### src/rtl/rstvec_pkg.sv
// Shared definitions for the reset-vector readout master and its benches.
// Contents: FSM state enum, default geometry constants, the phase counter
// width, the reset-vector default pattern, and the result payload struct.
package rstvec_pkg;

   localparam int unsigned RSTVEC_ADDR_N = 19;
   localparam int unsigned RSTVEC_IDX_N  = 5;
   localparam int unsigned RSTVEC_NDIB   = 10;

   // Phase counter width; covers the legal WAIT range 1..15.
   localparam int unsigned RSTVEC_CNT_N  = 4;

   // Reset address the bench prober models present by default.
   localparam logic [RSTVEC_ADDR_N-1:0] RSTVEC_DEFAULT = 19'h4BEEF;

   typedef enum logic [2:0] {
      ST_IDLE,
      ST_SETUP,
      ST_FALL,
      ST_SAMPLE,
      ST_DONE
   } rstvec_state_e;

   // Result payload as seen by the board controller.
   typedef struct packed {
      logic                     err;
      logic [RSTVEC_ADDR_N-1:0] addr;
   } rstvec_result_t;

endpackage

### src/rtl/rstvec_readout_master_if.sv
// Readout master bus: host-side request/result signals plus the prober-side
// dibble readout port.
// Signals:
//   i_start          host -> master : request a transaction
//   o_busy, o_valid  master -> host : status / one-cycle result strobe
//   o_addr, o_err    master -> host : reassembled address and error flag
//   o_pclk, o_idx    master -> prober : readout clock and dibble index
//   i_dat            prober -> master : dibble data
// Modports: master (the readout master), slave (host + prober environment).
interface rstvec_readout_master_if #(
   parameter int unsigned ADDR_N = 19,
   parameter int unsigned IDX_N  = 5
);

   logic              i_start;
   logic              o_busy;
   logic              o_valid;
   logic [ADDR_N-1:0] o_addr;
   logic              o_err;
   logic              o_pclk;
   logic [IDX_N-1:0]  o_idx;
   logic [1:0]        i_dat;

   modport master (
      input  i_start,
      input  i_dat,
      output o_busy,
      output o_valid,
      output o_addr,
      output o_err,
      output o_pclk,
      output o_idx
   );

   modport slave (
      output i_start,
      output i_dat,
      input  o_busy,
      input  o_valid,
      input  o_addr,
      input  o_err,
      input  o_pclk,
      input  o_idx
   );

endinterface

### src/rtl/rstvec_phase_timer.sv
// Loadable down-counter timing one readout-clock phase of WAIT cycles.
// Ports:
//   clk     in  system clock
//   rst     in  synchronous active-high reset
//   load    in  start a new phase (counter <= WAIT-1)
//   done_c  out combinational: current cycle is the last of the phase
module rstvec_phase_timer
   import rstvec_pkg::*;
#(
   parameter int unsigned WAIT = 2
) (
   input  logic clk,
   input  logic rst,
   input  logic load,
   output logic done_c
);

   localparam int unsigned CNT_N = RSTVEC_CNT_N;

   logic [CNT_N-1:0] cnt;

   // Loaded with WAIT-1 so the loaded value itself counts as the first cycle.
   always_ff @(posedge clk) begin
      if (rst) begin
         cnt <= '0;
      end else if (load) begin
         cnt <= CNT_N'(WAIT - 1);
      end else if (cnt != '0) begin
         cnt <= cnt - CNT_N'(1);
      end
   end

   assign done_c = (cnt == '0);

endmodule

### src/rtl/rstvec_readout_master.sv
// Host-side reader for the reset-vector prober's dibble readout port.
// Drives the prober's readout clock and dibble index, samples 2-bit data
// after each falling edge, reassembles the reset address and presents it
// with a one-cycle valid strobe.
// Ports:
//   i_clk  in  system clock (posedge)
//   i_rst  in  synchronous active-high reset
//   bus    rstvec_readout_master_if.master (i_start, o_busy, o_valid,
//          o_addr, o_err, o_pclk, o_idx, i_dat)
// Build option: RSTVEC_DBLREAD_EN reads every dibble twice and flags any
//   disagreement between the two reads in o_err.
module rstvec_readout_master
   import rstvec_pkg::*;
#(
   parameter int unsigned ADDR_N = RSTVEC_ADDR_N,
   parameter int unsigned IDX_N  = RSTVEC_IDX_N,
   parameter int unsigned WAIT   = 2
) (
   input  logic                     i_clk,
   input  logic                     i_rst,
   rstvec_readout_master_if.master  bus
);

   localparam int unsigned NDIB    = (ADDR_N + 1) / 2;
   localparam int unsigned SHIFT_N = 2 * NDIB;

   rstvec_state_e      state;
   logic [IDX_N-1:0]   idx;
   logic [SHIFT_N-1:0] shift;
   logic               err_acc;
   logic               last_c;
   logic               finish_c;
   logic               advance_c;
   logic               load_c;
   logic               phase_done_c;

`ifdef RSTVEC_DBLREAD_EN
   logic               pass;
   logic [1:0]         first;

   // Second read of each index is the one that moves on.
   assign advance_c = pass;
`else
   assign advance_c = 1'b1;
`endif

   assign last_c   = (idx == IDX_N'(NDIB - 1));
   assign finish_c = last_c & advance_c;

   // Restart the phase timer on every transition into SETUP or FALL.
   assign load_c = ((state == ST_IDLE)   & bus.i_start)
                 | ((state == ST_SETUP)  & phase_done_c)
                 | ((state == ST_SAMPLE) & ~finish_c);

   rstvec_phase_timer #(
      .WAIT (WAIT)
   ) u_timer (
      .clk    (i_clk),
      .rst    (i_rst),
      .load   (load_c),
      .done_c (phase_done_c)
   );

   assign bus.o_idx = idx;

   // Transaction FSM with registered outputs.
   always_ff @(posedge i_clk) begin
      if (i_rst) begin
         state       <= ST_IDLE;
         idx         <= '0;
         shift       <= '0;
         err_acc     <= 1'b0;
         bus.o_pclk  <= 1'b1;
         bus.o_busy  <= 1'b0;
         bus.o_valid <= 1'b0;
         bus.o_addr  <= '0;
         bus.o_err   <= 1'b0;
`ifdef RSTVEC_DBLREAD_EN
         pass        <= 1'b0;
         first       <= 2'b00;
`endif
      end else begin
         bus.o_valid <= 1'b0;
         unique case (state)
            ST_IDLE: begin
               bus.o_pclk <= 1'b1;
               if (bus.i_start) begin
                  state      <= ST_SETUP;
                  idx        <= '0;
                  shift      <= '0;
                  err_acc    <= 1'b0;
                  bus.o_busy <= 1'b1;
`ifdef RSTVEC_DBLREAD_EN
                  pass       <= 1'b0;
`endif
               end
            end
            ST_SETUP: begin
               if (phase_done_c) begin
                  state      <= ST_FALL;
                  bus.o_pclk <= 1'b0;
               end
            end
            ST_FALL: begin
               if (phase_done_c) begin
                  state <= ST_SAMPLE;
               end
            end
            ST_SAMPLE: begin
               for (int unsigned d = 0; d < NDIB; d++) begin
                  if (idx == IDX_N'(d)) begin
                     shift[2*d +: 2] <= bus.i_dat;
                  end
               end
`ifdef RSTVEC_DBLREAD_EN
               if (pass) begin
                  if (first != bus.i_dat) begin
                     err_acc <= 1'b1;
                  end
               end else begin
                  first <= bus.i_dat;
               end
               pass <= ~pass;
`endif
               bus.o_pclk <= 1'b1;
               if (finish_c) begin
                  state <= ST_DONE;
               end else begin
                  state <= ST_SETUP;
                  if (advance_c) begin
                     idx <= idx + IDX_N'(1);
                  end
               end
            end
            ST_DONE: begin
               // Top bit of the last dibble lies beyond the address and must be 0.
               bus.o_addr  <= shift[ADDR_N-1:0];
               bus.o_err   <= err_acc | shift[ADDR_N];
               bus.o_valid <= 1'b1;
               bus.o_busy  <= 1'b0;
               bus.o_pclk  <= 1'b1;
               state       <= ST_IDLE;
            end
            default: begin
               state <= ST_IDLE;
            end
         endcase
      end
   end

endmodule

### src/flat_wrapper.sv
// flat-port wrapper written by rule: the top's interface ports become plain ports
module rstvec_readout_master_flat import rstvec_pkg::*;
#(
   parameter int unsigned ADDR_N = RSTVEC_ADDR_N,
   parameter int unsigned IDX_N  = RSTVEC_IDX_N,
   parameter int unsigned WAIT   = 2
)
  (i_clk, i_rst, bus_i_start, bus_i_dat, bus_o_busy, bus_o_valid, bus_o_addr, bus_o_err, bus_o_pclk, bus_o_idx);
  rstvec_readout_master_if #(.ADDR_N(ADDR_N), .IDX_N(IDX_N)) bus_i ();
  input  logic i_clk;
  input  logic i_rst;
  input wire logic [$bits(bus_i.i_start)-1:0] bus_i_start;
  input wire logic [$bits(bus_i.i_dat)-1:0] bus_i_dat;
  output wire logic [$bits(bus_i.o_busy)-1:0] bus_o_busy;
  output wire logic [$bits(bus_i.o_valid)-1:0] bus_o_valid;
  output wire logic [$bits(bus_i.o_addr)-1:0] bus_o_addr;
  output wire logic [$bits(bus_i.o_err)-1:0] bus_o_err;
  output wire logic [$bits(bus_i.o_pclk)-1:0] bus_o_pclk;
  output wire logic [$bits(bus_i.o_idx)-1:0] bus_o_idx;
  assign bus_i.i_start = bus_i_start;
  assign bus_i.i_dat = bus_i_dat;
  assign bus_o_busy = bus_i.o_busy;
  assign bus_o_valid = bus_i.o_valid;
  assign bus_o_addr = bus_i.o_addr;
  assign bus_o_err = bus_i.o_err;
  assign bus_o_pclk = bus_i.o_pclk;
  assign bus_o_idx = bus_i.o_idx;
  rstvec_readout_master #(.ADDR_N(ADDR_N), .IDX_N(IDX_N), .WAIT(WAIT)) u_core (.i_clk(i_clk), .i_rst(i_rst), .bus(bus_i));
endmodule
### config.mk
export PLATFORM = sky130hd
export DESIGN_NAME = rstvec_readout_master_flat
export DESIGN_NICKNAME = d
export VERILOG_FILES = /design/src/rtl/rstvec_pkg.sv /design/src/rtl/rstvec_readout_master_if.sv /design/src/rtl/rstvec_phase_timer.sv /design/src/rtl/rstvec_readout_master.sv /design/src/flat_wrapper.sv
export SDC_FILE = /design/constraint.sdc
export NUM_CORES = 1
export LEC_CHECK = 0
export ABC_AREA = 1
export CELL_PAD_IN_SITES_DETAIL_PLACEMENT = 0
export CELL_PAD_IN_SITES_GLOBAL_PLACEMENT = 1
export CORE_MARGIN = 2
export CORE_UTILIZATION = 42
export CTS_CLUSTER_DIAMETER = 200
export CTS_CLUSTER_SIZE = 10
export DETAILED_ROUTE_END_ITERATION = 8
export GPL_TIMING_DRIVEN = 0
export PLACE_DENSITY_LB_ADDON = 0.1
export SLEW_MARGIN = 0
export SYNTH_ARGS = -nofsm -noshare
export SYNTH_HDL_FRONTEND = slang
export SYNTH_SLANG_ARGS = --single-unit
### constraint.sdc
create_clock -name i_clk -period 3.5 [get_ports i_clk]
set_clock_uncertainty 0.05 [all_clocks]
set_input_delay 0.35 -clock i_clk [delete_from_list [all_inputs] [get_ports i_clk]]
set_output_delay 0.35 -clock i_clk [all_outputs]
set_load 0.005 [all_outputs]
==> results of run 1 <==
==> power by group through the flow <==
stage | clock network (W) | registers, W | logic, W
floorplan | 0 | 0.000760 | 0.000447
global placement | 0 | 0.000773 | 0.000591
detailed placement | 0 | 0.000772 | 0.000595
CTS | 0.000443 | 0.000757 | 0.000599
global route | 0.000469 | 0.000770 | 0.000694
finish | 0.000437 | 0.000758 | 0.000595
==> per-layer routing <==
metal | GRT usage, % | up-vias | part of all wire, %
met1 | 26.35 | 961 | 51
met5 | 0 | - | 0
met4 | 9.492 | 0 | 1.5
met3 | 3.820 | 8 | 4.9
met2 | 29.00 | 53 | 42
li1 | - | 1141 | -
==> critical path, stage by stage, from the launching register on <==
cell and delay [ns]:
dfxtp_1 0.48, ha_1 0.19, inv_1 0.04, nor2_2 0.25, nand2_1 0.14, nand2_2 0.18, nand2_4 0.11, inv_2 0.10
nand3_1 0.11, nor2_1 0.11
==> stage by stage <==
step	hold WS [ns]	util (%)	area [um^2]	cells
6_report	0.4115	53.15	2963	444
3_5_place_dp	0.3981	51.16	2851	436
2_1_floorplan	0.3691	-	2441	332
4_1_cts	0.4141	53.15	2963	444
5_1_grt	0.4371	53.15	2963	444
3_3_place_gp	0.3952	51.16	2851	436
==> final timing paths <==
path	from	endpoint	slack, ns	cells after the start
min reg2reg	u_core.shift[18]$_SDFFE_PP0P_	u_core.bus.o_addr[18]$_SDFFE_PP0P_	0.41	2
max	u_core.bus.o_idx[0]$_SDFFE_PP0P_	u_core.u_timer.cnt[2]$_SDFFE_PP0P_	1.69	9
max reg2reg	u_core.bus.o_idx[0]$_SDFFE_PP0P_	u_core.u_timer.cnt[2]$_SDFFE_PP0P_	1.69	9
min	u_core.shift[18]$_SDFFE_PP0P_	u_core.bus.o_addr[18]$_SDFFE_PP0P_	0.41	2
==> Yosys cell counts, types with 2 or more instances <==
cell	count
buf_2	4
ha_1	5
nor3_1	3
xnor2_1	3
a21oi_1	22
nand2_1	67
nor2_1	68
inv_1	20
o21ai_1	2
clkbuf_1	6
nand2_2	3
nand4_1	4
nor2_8	3
nand3_1	29
nand2_4	2
nor2_2	2
nand3b_1	2
buf_6	2
dfxtp_1	55
o21ai_0	22
inv_2	2
==> layout by cell type (no fill, tap or decap) <==
cell type / count
buf_4: 1
a21oi_1: 22
clkinv_2: 1
nor2_8: 3
xor2_1: 1
inv_4: 1
nand3_4: 1
buf_2: 4
nand3b_1: 2
nand2_4: 2
o21ai_1: 2
clkbuf_8: 5
nand2_2: 3
a22oi_1: 1
nand4_1: 4
o21ai_0: 22
clkbuf_1: 7
dfxtp_1: 55
inv_6: 1
nand2_1: 67
clkdlybuf4s50_1: 32
inv_2: 2
nor2_1: 68
nand3_1: 29
xnor2_1: 3
nor2_2: 2
bufinv_16: 1
ha_1: 5
nor3_1: 3
inv_1: 20
buf_6: 2
==> area by class of cell <==
type | instances | area, um^2
multi-input combinational | 240 | 1174
tap | 72 | 90.09
clock buffer | 6 | 72.57
buffer | 13 | 72.57
fill | 571 | 2611
sequential | 55 | 1101
clock inverter | 2 | 38.79
inverter | 24 | 93.84
timing repair buffer | 32 | 320.3
==> flip-flops by register name, summed over array words and instances (netlist names) <==
signal / flops
u_core.bus.o_addr: 19
u_core.bus.o_busy: 1
u_core.bus.o_err: 1
u_core.bus.o_idx: 5
u_core.bus.o_pclk: 1
u_core.bus.o_valid: 1
u_core.shift: 20
u_core.state: 3
u_core.u_timer.cnt: 4
==> cells by family after synthesis <==
family | after synthesis | synth area share [%]
flops | 55 | 45.11
compound gates | 47 | 9.739
buf+inv | 37 | 6.817
xor+xnor | 4 | 1.435
simple gates | 184 | 34.34
fa+ha+maj | 5 | 2.563
==> flow_metrics.env, run 1 <==
export IMPL_setup_tns_ns=0
export IMPL_status="finished clean"
export IMPL_synth_cell_types=27
export IMPL_routed_wl_um=5594
export IMPL_p_seq_share_pct=42.3
export IMPL_crit_type="reg -> reg"
export IMPL_num_rows=27
export IMPL_post_cts_buffers=0
export IMPL_internal_power_w=0.001126
export IMPL_rsz0062_at_grt="no"
export IMPL_ir_drop_v=0.0003215
export IMPL_synth_top_area_cell="dfxtp_1"
export IMPL_insertedDiodeCount=0
export IMPL_p_switching_w=0.0006645
export IMPL_hold_class="reg -> reg"
export IMPL_cts_buffers=5
export IMPL_vias=2163
export IMPL_drtPass1Iterations=4
export IMPL_ys_flop_type="dfxtp_1"
export IMPL_period_minus_slack_ns=1.806
export IMPL_vias_per_cell=4.872
export IMPL_clk_pin_slew_worst_paths_ns=0.10
export IMPL_port_buffers=32
export IMPL_critical_path_startpoint_type="register"
export IMPL_cts_buffer_depth=2
export IMPL_gp_congestion=0.8722
export IMPL_fmax_mhz=553.6
export IMPL_grt_usage_pct=19.30
export IMPL_cts_sink_count=55
export IMPL_wire_per_inst_um=12.60
export IMPL_p_leak_nw=1.164
export IMPL_cts_tree="done"
export IMPL_htree_num_levels=2
export IMPL_antenna_found_initial=0
export IMPL_post_route_period_util_pct=51.61
export IMPL_die_width_um=80.24
export IMPL_grt_max_degree=18
export IMPL_synthesis_instances=332
export IMPL_ioPinCount=33
export IMPL_hold_viol_final=0
export IMPL_grt_pass1_wl_um=9549
export IMPL_arrival_ns=2.01
export IMPL_place_ws_ns=1.621
export IMPL_async_reset_ff_share_pct=0
export IMPL_slew_headroom_pct=57.60
export IMPL_coreArea_mm2=0.005574
export IMPL_slew_violations=0
export IMPL_layout_setup_ws_ns=1.694
export IMPL_ys_top_cells_by_area="dfxtp_1 45%, nor2_1 10%, nand2_1 10%, nand3_1 5.9%, a21oi_1 4.5%"
export IMPL_pwr_share_comb_pct=33.3
export IMPL_power_density_mw_per_mm2=604.2
export IMPL_synth_nets=342
export IMPL_seq_area_frac_synth_pct=45.11
export IMPL_worstPathMaxFanout=8
export IMPL_end_kind="register"
export IMPL_clockPowerShare_pct=24.4
export IMPL_synth_edf_count=0
export IMPL_drt_initial_drc_count=122
export IMPL_grt_pass1_vias=2044
export IMPL_ant_nets=0
export IMPL_critPathRequiredTime_ns=3.70
export IMPL_nNetsFinal=381
export IMPL_post_cts_resized=0
export IMPL_synth_seq_cells=55
export IMPL_areaGrowthSynthToFinish_pct=21.37
export IMPL_worstMarginPinSlew_ns=0.6361
export IMPL_switching_share_pct=37.12
export IMPL_maxCapViolCount=0
export IMPL_root_buffer="clkbuf_8"
export IMPL_dieArea_mm2=0.006438
export IMPL_overflow=0
export IMPL_initial_utilization_pct=43.79
export IMPL_drive_gt1_share_pct=7.796
export IMPL_avgSynthCellArea_um2=7.353
export IMPL_ctsHoldBuffers=0
export IMPL_finalPower_w=0.001790
export IMPL_route_detailed_drc=0
export IMPL_synth_top_area_share_pct=45.11
export IMPL_clk_latency_ns=0.31
export IMPL_yosysWarnings=0
export IMPL_netlist_area_mm2=0.002441
export IMPL_setup_viol=0
export IMPL_dp_hpwl_um=3934
export IMPL_die_h_um=80.24
(Power assumes the default switching activity.)
==> inputs of run 2 (changes only) <==
- CORE_UTILIZATION: 42 -> 35
- clock period: 3.5 -> 1.5 ns (I/O delays scaled with it)
==> flow_metrics.env, run 2 (same netlist as run 1, synthesis figures left out) <==
export IMPL_status="finished clean"
export IMPL_die_width_um=87.52
export IMPL_grt_pass1_vias=1958
export IMPL_end_kind="primary output"
export IMPL_r2r_end="u_core.u_timer.cnt[0]$_SDFFE_PP0P_"
export IMPL_gp_congestion=0.7976
export IMPL_grt_pass1_wl_um=9811
export IMPL_dpl_cell_area_mm2=0.002861
export IMPL_dieArea_mm2=0.007659
export IMPL_grt_usage_pct=16.58
export IMPL_clk_latency_ns=0.31
export IMPL_r2r_slack_ns=0.08
export IMPL_max_stage_delay_ns=0.53
export IMPL_ir_drop_v=0.0005962
export IMPL_hold_class="reg -> reg"
export IMPL_hold_end="u_core.bus.o_addr[18]$_SDFFE_PP0P_"
export IMPL_post_route_period_util_pct=97.92
export IMPL_cts_tree="done"
export IMPL_crit_family="buffers and inverters"
export IMPL_maxCapViolCount=0
export IMPL_largest_reg_flops=20
export IMPL_layout_common_cells="65 x nand2_1, 62 x nor2_1, 49 x dfxtp_1"
export IMPL_p_leak_nw=1.269
export IMPL_coreArea_mm2=0.006756
export IMPL_critical_path_buf_inv_count=1
export IMPL_port_buffers=32
export IMPL_ioPinCount=33
export IMPL_die_h_um=87.52
export IMPL_drt_initial_drc_count=95
export IMPL_num_rows=30
export IMPL_vias=2217
export IMPL_root_buffer="clkbuf_8"
export IMPL_critical_path_startpoint_type="register"
export IMPL_r2r_start="u_core.bus.o_idx[1]$_SDFFE_PP0P_"
export IMPL_crit_chain="clkdlybuf4s50_1"
export IMPL_critPathLaunch="u_core.bus.o_idx[3]$_SDFFE_PP0P_"
export IMPL_overflow=0
export IMPL_ant_nets=0
export IMPL_regMostFlops="u_core.shift"
export IMPL_cts_buffer_depth=2
export IMPL_whs_path_depth=2
export IMPL_drive_gt1_share_pct=18.09
export IMPL_mostFrequentLayoutCell="nand2_1"
export IMPL_crit_type="reg -> out"
export IMPL_worstPathMaxFanout=8
export IMPL_htree_num_levels=2
export IMPL_setup_viol=0
export IMPL_ctsHoldBuffers=0
export IMPL_antenna_found_initial=0
export IMPL_wire_per_inst_um=12.90
export IMPL_grt_max_degree=18
export IMPL_fmax_mhz=680.8
export IMPL_areaGrowthSynthToFinish_pct=32.75
export IMPL_critPathRequiredTime_ns=1.30
export IMPL_hold_viol_final=0
export IMPL_initial_utilization_pct=36.13
export IMPL_arrival_ns=1.27
export IMPL_clk_pin_slew_worst_paths_ns=0.10
export IMPL_r2r_cells=10
export IMPL_route_detailed_drc=0
export IMPL_slowest_stage="clkdlybuf4s50_1"
export IMPL_worstMarginPinSlew_ns=0.6670
export IMPL_rsz0062_at_grt="yes"
export IMPL_insertedDiodeCount=0
export IMPL_power_density_mw_per_mm2=1419
export IMPL_slew_violations=0
export IMPL_drtPass1Iterations=4
export IMPL_holdWs_ns=0.4088
export IMPL_cts_sink_count=55
export IMPL_period_minus_slack_ns=1.469
export IMPL_nNetsFinal=396
export IMPL_fin_area_mm2=0.003241
export IMPL_slew_headroom_pct=55.53
export IMPL_cts_buffers=5
export IMPL_vias_per_cell=4.747
export IMPL_routed_wl_um=6026
export IMPL_dp_hpwl_um=4044
export IMPL_hold_start="u_core.shift[18]$_SDFFE_PP0P_"
run 2: changes by cell type in the layout (fill, tap and decap cells not counted), sizes merged:
| cell | previous run | this run |
|---|---|---|
| buf | 7 | 19 |
| nor2 | 73 | 74 |
| clkbuf | 12 | 14 |
run 2: per-stage QoR:
step / setup WS, ns / cells / TNS [ns] / total power [W] / utilization, %
floorplan: 0.04239 / 332 / 0 / 0.002816 / -
global route: -0.02822 / 467 / -0.1102 / 0.004925 / 47.96
global placement: -0.3322 / 444 / -8.231 / 0.003203 / 42.35
CTS: 0.003049 / 454 / 0 / 0.004345 / 44.96
finish: 0.03116 / 467 / 0 / 0.004597 / 47.96
detailed placement: -0.3404 / 444 / -8.522 / 0.003204 / 42.35
run 2: repair_timing:
| item | 4_1_cts | 5_1_grt |
|---|---|---|
| gates cloned | 0 | 1 |
| gates resized for setup | 14 | 37 |
| pin swaps | 2 | 6 |
| setup endpoints to repair | 34 | 53 |
| buffers inserted | 2 | 12 |
run 2: layout make-up:
class | instances | area [um^2]
clock inverter | 2 | 38.79
timing repair buffer | 46 | 437.9
fill | 710 | 3516
clock buffer | 6 | 82.58
sequential | 55 | 1119
tap | 80 | 100.1
multi-input combinational | 241 | 1272
buffer | 13 | 93.84
inverter | 24 | 96.34
run 2: worst register-to-register path: stages, from the launching register on:
cell and delay (ns):
dfxtp_4 0.38, inv_2 0.06, ha_2 0.16, inv_2 0.04
nor2_4 0.08, nand2_2 0.08, nand2_4 0.12, buf_12 0.12
nand3_1 0.07, nor2_1 0.09, nor2_1 0.04
run 2: per-layer routing:
layer | up-vias | track usage [%] | share of wire [%]
li1 | 1180 | - | -
met1 | 985 | 23.54 | 49
met2 | 43 | 25.41 | 46
met3 | 9 | 3.886 | 3.4
met4 | 0 | 4.196 | 1.4
met5 | - | 0 | 0
run 2: worst max path at each step:
| stage | slack, ns | cells past startpoint | to |
|---|---|---|---|
| floorplan | 0.04 | 9 | u_core.u_timer.cnt[2]$_SDFFE_PP0P_ |
| global placement | -0.33 | 9 | u_core.u_timer.cnt[2]$_SDFFE_PP0P_ |
| detailed placement | -0.34 | 9 | u_core.u_timer.cnt[2]$_SDFFE_PP0P_ |
| CTS | 0.003 | 9 | u_core.shift[14]$_SDFFE_PP0P_ |
| global route | -0.03 | 9 | u_core.shift[15]$_SDFFE_PP0P_ |
| finish | 0.03 | 1 | bus_o_idx[3] |
run 2: where the power goes:
part           switching [W]  internal (W)
sequential          0.000158       0.00164
combinational        0.00102      0.000715
clock               0.000513      0.000550
total                0.00169       0.00290
==> inputs of run 3 (changes only) <==
- ABC_AREA: 1 -> default
- CORE_ASPECT_RATIO: default -> 1.4
- CORE_UTILIZATION: 35 -> 36
- MAX_ROUTING_LAYER: default -> met4
==> flow_metrics.env, run 3 <==
export IMPL_hold_class="in -> reg"
export IMPL_period_minus_slack_ns=1.554
export IMPL_ant_nets=0
export IMPL_synth_xor_area_share_pct=0
export IMPL_ys_top_cells_by_count="55 x dfxtp_1, 46 x nand2_1, 28 x a21oi_1"
export IMPL_pwr_share_comb_pct=25.0
export IMPL_maxCapViolCount=0
export IMPL_cts_buffer_depth=2
export IMPL_end_kind="register"
export IMPL_clk_pin_slew_worst_paths_ns=0.10
export IMPL_crit_type="reg -> reg"
export IMPL_fmax_mhz=643.6
export IMPL_slew_headroom_pct=62.03
export IMPL_grt_pass1_vias=1962
export IMPL_ys_top_cells_by_area="dfxtp_1 48%, nand2_1 7.5%, mux2i_1 6.5%, a21oi_1 6.0%, nor2_1 4.0%"
export IMPL_synth_nets=282
export IMPL_routed_wl_um=5918
export IMPL_muxShareOfSynthArea_pct=6.965
export IMPL_synth_top_family_by_area="simple AND/OR/NAND/NOR gates"
export IMPL_arrival_ns=1.73
export IMPL_antenna_found_initial=0
export IMPL_async_reset_ff_share_pct=0
export IMPL_ioPinCount=33
export IMPL_violations="setup timing"
export IMPL_yosysWarnings=0
export IMPL_initial_utilization_pct=37.31
export IMPL_cts_tree="done"
export IMPL_largest_reg_flops=20
export IMPL_htree_num_levels=2
export IMPL_synth_top_area_cell="dfxtp_1"
export IMPL_grt_max_degree=17
export IMPL_p_leak_nw=1.195
export IMPL_dieArea_mm2=0.007104
export IMPL_gp_congestion=0.8300
export IMPL_die_h_um=98.93
export IMPL_synth_edf_count=0
export IMPL_wl_met2_um=3026
export IMPL_synth_cell_types=35
export IMPL_synth_most_common_cell="dfxtp_1"
export IMPL_netlist_area_mm2=0.002317
export IMPL_nNetsFinal=336
export IMPL_switching_share_pct=27.87
export IMPL_holdWs_ns=0.1980
export IMPL_seq_area_frac_synth_pct=47.52
export IMPL_critical_path_startpoint_type="register"
export IMPL_regMostFlops="u_core.shift"
export IMPL_met3_wirelength_um=206
export IMPL_synthAdderAreaFrac_pct=2.700
export IMPL_worstMarginPinSlew_ns=0.5695
export IMPL_status="finished, violations left"
export IMPL_num_rows=34
export IMPL_drt_initial_drc_count=55
export IMPL_vias_per_cell=5.068
export IMPL_synthesis_instances=272
export IMPL_cts_sink_count=55
export IMPL_layout_common_cells="47 x dfxtp_1, 45 x nand2_1, 29 x clkdlybuf4s50_1"
export IMPL_clockPowerShare_pct=28.6
export IMPL_wire_per_inst_um=14.87
export IMPL_insertedDiodeCount=0
export IMPL_slew_violations=0
export IMPL_internal_power_w=0.002448
export IMPL_synth_top_area_share_pct=47.52
export IMPL_grt_pass1_wl_um=9666
export IMPL_ctsHoldBuffers=0
export IMPL_drive_gt1_share_pct=19.63
export IMPL_root_buffer="clkbuf_8"
export IMPL_vias=2017
export IMPL_port_buffers=30
export IMPL_synth_seq_cells=55
export IMPL_coreArea_mm2=0.006211
export IMPL_ir_drop_v=0.0004185
export IMPL_top_layer_used="met4"
export IMPL_finalPower_w=0.003394
export IMPL_clk_latency_ns=0.31
export IMPL_synth_compound_area_share_pct=10.69
export IMPL_ys_flop_type="dfxtp_1"
export IMPL_post_route_period_util_pct=103.6
export IMPL_cts_buffers=5
export IMPL_setup_viol=1
export IMPL_wl_met1_um=2589
export IMPL_drtPass1Iterations=4
export IMPL_p_switching_w=0.0009460
export IMPL_hold_viol_final=0
export IMPL_avgSynthCellArea_um2=8.519
export IMPL_rsz0062_at_grt="yes"
export IMPL_areaGrowthSynthToFinish_pct=35.26
export IMPL_dp_hpwl_um=3898
export IMPL_route_detailed_drc=0
export IMPL_layout_setup_ws_ns=-0.05384
export IMPL_p_seq_share_pct=46.4
export IMPL_mostFrequentLayoutCell="dfxtp_1"
export IMPL_worstPathMaxFanout=4
export IMPL_yosys_area_share_simple_pct=27.65
export IMPL_grt_usage_pct=18.04
export IMPL_overflow=0
export IMPL_power_density_mw_per_mm2=1083
export IMPL_die_width_um=71.81
export IMPL_critPathRequiredTime_ns=1.67
run 3: metal layers:
layer  vias to the layer above  GRT usage (%)
li1                       1034              -
met1                       933          21.35
met2                        43          31.27
met3                         7          2.454
met4                         0          5.660
met5                         -              -
run 3: power groups by stage:
stage | sequential, W | clock (W) | combinational, W
floorplan | 0.00159 | 0 | 0.000420
global placement | 0.00159 | 0 | 0.000567
global route | 0.00158 | 0.00106 | 0.000931
detailed placement | 0.00159 | 0 | 0.000568
CTS | 0.00157 | 0.00101 | 0.000689
finish | 0.00158 | 0.000969 | 0.000850
run 3: kinds of logic after synthesis:
family | after synthesis
AO/OA/AOI/OAI | 44
adder cells (fa/ha/maj) | 5
buffers and inverters | 25
flip-flops | 55
multiplexers | 16
AND/OR/NAND/NOR | 127
run 3: path summary, 6_finish.rpt:
path | end | depth (start not counted) | startpoint | slack (ns)
hold reg to reg | u_core.bus.o_addr[0]$_SDFFE_PP0P_ | 2 | u_core.shift[0]$_SDFFE_PP0P_ | 0.41
setup reg to reg | u_core.bus.o_idx[3]$_SDFFE_PP0P_ | 6 | u_core.bus.o_idx[1]$_SDFFE_PP0P_ | -0.05
setup / recovery | u_core.bus.o_idx[3]$_SDFFE_PP0P_ | 6 | u_core.bus.o_idx[1]$_SDFFE_PP0P_ | -0.05
hold / removal | u_core.state[0]$_SDFFE_PP0P_ | 2 | i_rst | 0.20
run 3: critical path: stages, from the launching register on:
cell,delay [ns]
dfxtp_4,0.37
inv_4,0.07
ha_4,0.12
nand4bb_1,0.12
and2_4,0.20
or2_4,0.27
a311oi_2,0.26
run 3: what timing repair did:
action,4_1_cts,5_1_grt
endpoints found under the setup margin,56,53
pin swaps,3,11
gates cloned,1,2
buffers inserted,5,10
resized for setup,33,31
run 3: final cells by class:
type,instances,area [um^2]
clock buffer,5,68.82
fill,629,3077
clock inverter,2,37.54
tap,72,90.09
inverter,6,25.02
buffer,18,128.9
multi-input combinational,192,1199
sequential,55,1121
timing repair buffer,48,464.2
run 3: stage by stage:
stage	util, %	TNS [ns]	instances	worst slack [ns]	instance area [um^2]
floorplan	-	0	272	0.01979	2327
global placement	43.76	-10.88	374	-0.4191	2718
detailed placement	43.76	-10.86	374	-0.4101	2718
CTS	48.09	-0.05052	387	-0.05052	2987
global route	50.46	-1.035	398	-0.09503	3134
finish	50.46	-0.05384	398	-0.05384	3134
